[src/rtl/mac_pkg.sv]
// Shared width constants for the multiply-accumulate unit.
// The result width is the sum of the operand widths, so the product never exceeds it.
package mac_pkg;

  localparam int WIDTH_A_DEF = 5;
  localparam int WIDTH_B_DEF = 7;

  function automatic int mac_width(input int width_a, input int width_b);
    return width_a + width_b;
  endfunction

endpackage

[src/rtl/mac_datapath.sv]
// Combinational multiply-add: full-width unsigned product, addend select, and the
// adder with its carry out of the top result bit.
module mac_datapath
  import mac_pkg::*;
#(
  parameter int WIDTH_A = WIDTH_A_DEF,
  parameter int WIDTH_B = WIDTH_B_DEF,
  parameter int W       = mac_width(WIDTH_A, WIDTH_B)
) (
  input  logic [WIDTH_A-1:0] a,
  input  logic [WIDTH_B-1:0] b,
  input  logic [W-1:0]       c,
  input  logic [W-1:0]       y,
  input  logic               acc,
  output logic [W-1:0]       sum,
  output logic               carry
);

  logic [W-1:0] product;
  logic [W-1:0] addend;
  logic [W:0]   sum_full;

  // Operands are widened before multiplying so the product is evaluated at W bits.
  assign product  = W'(a) * W'(b);
  assign addend   = acc ? y : c;
  assign sum_full = {1'b0, product} + {1'b0, addend};
  assign sum      = sum_full[W-1:0];
  assign carry    = sum_full[W];

endmodule

[src/rtl/mac_unit.sv]
// Single-cycle-latency unsigned multiply-accumulate with registered result and carry flag.
// Accumulate mode feeds the current Y back as the addend.
module mac_unit
  import mac_pkg::*;
#(
  parameter int WIDTH_A = WIDTH_A_DEF,
  parameter int WIDTH_B = WIDTH_B_DEF
) (
  input  logic                                  clk,
  input  logic                                  rst,
  input  logic                                  in_valid,
  input  logic [WIDTH_A-1:0]                    A,
  input  logic [WIDTH_B-1:0]                    B,
  input  logic [mac_width(WIDTH_A, WIDTH_B)-1:0] C,
  input  logic                                  acc,
  output logic [mac_width(WIDTH_A, WIDTH_B)-1:0] Y,
  output logic                                  out_valid,
  output logic                                  ovf
);

  localparam int W = mac_width(WIDTH_A, WIDTH_B);

  logic [W-1:0] sum;
  logic         carry;

  mac_datapath #(
    .WIDTH_A (WIDTH_A),
    .WIDTH_B (WIDTH_B),
    .W       (W)
  ) u_datapath (
    .a     (A),
    .b     (B),
    .c     (C),
    .y     (Y),
    .acc   (acc),
    .sum   (sum),
    .carry (carry)
  );

  // NOTE: registers use non-blocking assignments so every flop samples pre-edge values.
  always_ff @(posedge clk) begin
    if (rst) begin
      Y         <= '0;
      ovf       <= 1'b0;
      out_valid <= 1'b0;
    end else begin
      out_valid <= in_valid;
      if (in_valid) begin
        Y   <= sum;
        ovf <= carry;
      end
    end
  end

endmodule

[config.mk]
export PLATFORM = sky130hd
export DESIGN_NAME = mac_unit
export DESIGN_NICKNAME = d
export VERILOG_FILES = /design/src/rtl/mac_pkg.sv /design/src/rtl/mac_datapath.sv /design/src/rtl/mac_unit.sv
export SDC_FILE = /design/constraint.sdc
export NUM_CORES = 1
export LEC_CHECK = 0
export CAP_MARGIN = 20
export CORE_MARGIN = 2
export CORE_UTILIZATION = 47
export CTS_CLUSTER_SIZE = 25
export DETAILED_ROUTE_END_ITERATION = 8
export PLACE_DENSITY = 0.77
export SYNTH_ARGS = -nofsm -noshare
export SYNTH_HDL_FRONTEND = slang
export SYNTH_SLANG_ARGS = --single-unit
[constraint.sdc]
create_clock -name clk -period 4.1 [get_ports clk]
set_input_delay 0.615 -clock clk [delete_from_list [all_inputs] [get_ports clk]]
set_output_delay 0.615 -clock clk [all_outputs]
set_load 0.01 [all_outputs]
==> run_results.csv <==
group,metric,value,unit
timing,fin_crit,3.99,ns
synthesis,ys_seq_area_frac,0.145,
timing,tightestPinTransition,0.595,ns
synthesis,ys_ff_latch,14,
cts,clk-insertion-delay-late,0.24,ns
layout,drive_above_1_share,0.164,
worst_setup_path,end_kind,"register",
routing,drt.antenna.violating_nets,0,
synthesis,synth_top_cell_area_share,0.258,
synthesis,synthTopCellsByArea,"fa_1 26%, dfxtp_1 14%, ha_1 14%",
worst_setup_path,timing.critical_path.from_type,"primary input",
routing,wl,4510,um
power,finalPower,1380,uW
synthesis,synth_cells,212,
synthesis,ys.flop_type,"dfxtp_1",
cts,clk_pin_slew,0.06,ns
synthesis,yosys-top-cells-count,"42 x inv_1, 25 x fa_1, 21 x ha_1",
timing,finalSetupViolCount,0,
layout,area_growth,36.9,%
synthesis,netlist_area,1940,sq um
routing,vias,1644,
placement,pre_cts_slack,-0.446,ns
layout,ff_latch_area,280,sq um
die,dieArea,4660,sq um
timing,period_share,0.974,
layout,antennaDiodeCount,0,
global_route,antenna_found_initial,0,
placement,detailed_place_hpwl,3750,um
synthesis,synth_cell_types,31,
worst_setup_path,crit_required,4.25,ns
global_route,grt_pass1_wl,7390,um
cts,cts_tree,"built",
routing,vias_per_cell,5.06,
synthesis,yosys.area.top_type,"fa_1",
global_route,grt_max_degree,16,
placement,io_buffer_count,41,
routing,route.detailed.drc,0,
hold_path,hold_class,"reg2reg",
outcome,status,"complete, no violations",
synthesis,synth-edff-count,0,
job,maxCapViolations,0,
cts,hold_buffers,0,
layout,stdcell_count,325,
timing,slew_viol_final,0,
worst_setup_path,arrival,4.14,ns
die,fp.dieH,68.2,um
die,die_x,68.2,um
timing,slew_headroom,0.602,
layout,finish.utilization,0.669,
layout,fill_cells,342,
global_route,grt_pass1_vias,1672,
timing,max_freq,0.250,GHz
die,rows,23,
synthesis,yosysWarnings,0,
routing,drtIter0Drc,31,
cts,htree_num_levels,1,
cts,numCtsBuffers,3,
cts,cts.path.max_buffers,2,
synthesis,synthMostInstantiatedCell,"inv_1",
synthesis,synthArstFlopShare,0,
power,p_leak,0.00135,uW
synthesis,syn_area_per_cell,9.15,sq um
cts,root_buffer,"clkbuf_8",
power,irDropWorstVdd,0.391,mV
timing,hold_viol,0,
routing,dr.pass1.iters,4,
worst_setup_path,worst-path-max-fanout,5,
placement,dp.cells,319,
cts,clock_sinks,14,
global_route,grt_overflow,0,
routing,wire_per_inst,13.9,um
layout,nets,350,
die,start_util,0.488,
power,cellPowerDensity,518,nW/um^2
worst_setup_path,critPathKind,"in2reg",
die,ios,42,
placement,place_congestion,0.889,
timing,skew,0.00110,ns
die,core_area,3970,sq um
global_route,grtUsageTotal,0.214,
timing,setup_slack,0.108,ns
synthesis,synth_nets,286,
layout,multi_input_area,1530,sq um
layout make-up:
| type | instances | share of cell area |
|---|---|---|
| clock buffer | 4 | 0.0207 |
| inverter | 42 | 0.0594 |
| tap | 50 | 0.0236 |
| timing repair buffer | 62 | 0.213 |
| multi-input combinational | 153 | 0.577 |
| sequential | 14 | 0.106 |
worst max-delay path: stages:
cell and delay, ns:
clkdlybuf4s50_1 0.49, mux2i_1 0.10, fa_1 0.50, inv_1 0.05
fa_1 0.47, inv_1 0.05, fa_1 0.53, inv_1 0.06
ha_4 0.29, nand3_2 0.07, o211ai_2 0.22, a31oi_1 0.14
or4b_1 0.47, o311ai_1 0.09
report_power, final:
| part | internal [uW] | switching [uW] |
|---|---|---|
| Combinational | 534 | 498 |
| Sequential | 176 | 32.1 |
| Clock | 85.0 | 49.6 |
| Total | 795 | 580 |
cell families (layout without fill, tap and decap cells):
logic type / after synthesis / after routing / share of synthesized area
flops: 14 / 14 / 0.145
xor+xnor: 8 / 8 / 0.0361
buf+inv: 45 / 108 / 0.0923
simple gates: 54 / 54 / 0.144
fa+ha+maj: 46 / 46 / 0.394
compound gates: 28 / 28 / 0.0987
mux: 17 / 17 / 0.0910
metrics by stage:
step                      setup TNS [ns]  hold slack [ns]  area, sq um
after detailed placement           -2.38            0.449         2530
after global routing             -0.0471            0.522         2660
after global placement             -1.59            0.451         2530
final                                  0            0.473         2660
after floorplan                        0            0.484         1940
after CTS                              0            0.475         2600
per-layer routing:
layer | wire length, um | global-route usage | vias to the layer above
li1 | - | - | 806
met4 | 35 | 0.00750 | 0
met3 | 182 | 0.0362 | 2
met1 | 1820 | 0.253 | 805
met5 | 0 | 0 | -
met2 | 2470 | 0.421 | 31
cells in the final DEF, fill, tap and decap left out, drive strengths merged:
master          n
inv            42
clkdlybuf4s50  28
fa             25
buf            21
ha             21
nand2          20
and2           18
dfxtp          14
mux2i          12
nor2            7
dlygate4sd2     7
mux2            5
dlymetal6s2s    5
a21o            5
clkbuf          5
nand2b          4
xor2            4
xnor2           4
a21oi           4
a31oi           4
o21ai           4
o22ai           3
a31o            2
nand3           2
o211ai          2
a211oi          2
or4b            1
nand4b          1
o311ai          1
o21bai          1
and3            1
flip-flops by register name, indices dropped and copies added (netlist names):
signal	flops
ovf	1
out_valid	1
Y	12
worst paths after layout:
check / startpoint / to / slack, ns / cells after the start
worst max-delay path: C[6] / Y[10] / 0.11 / 14
worst min-delay path: ovf / ovf / 0.47 / 2
worst max register to register: Y[5] / Y[10] / 0.53 / 13
worst min register to register: ovf / ovf / 0.47 / 2
what timing repair did:
item,in CTS,in global routing
pin swaps,0,9
buffers inserted,0,2
resized for setup,10,15
setup endpoints to repair,5,6
No activity file was read; power rests on OpenSTA's default activity.
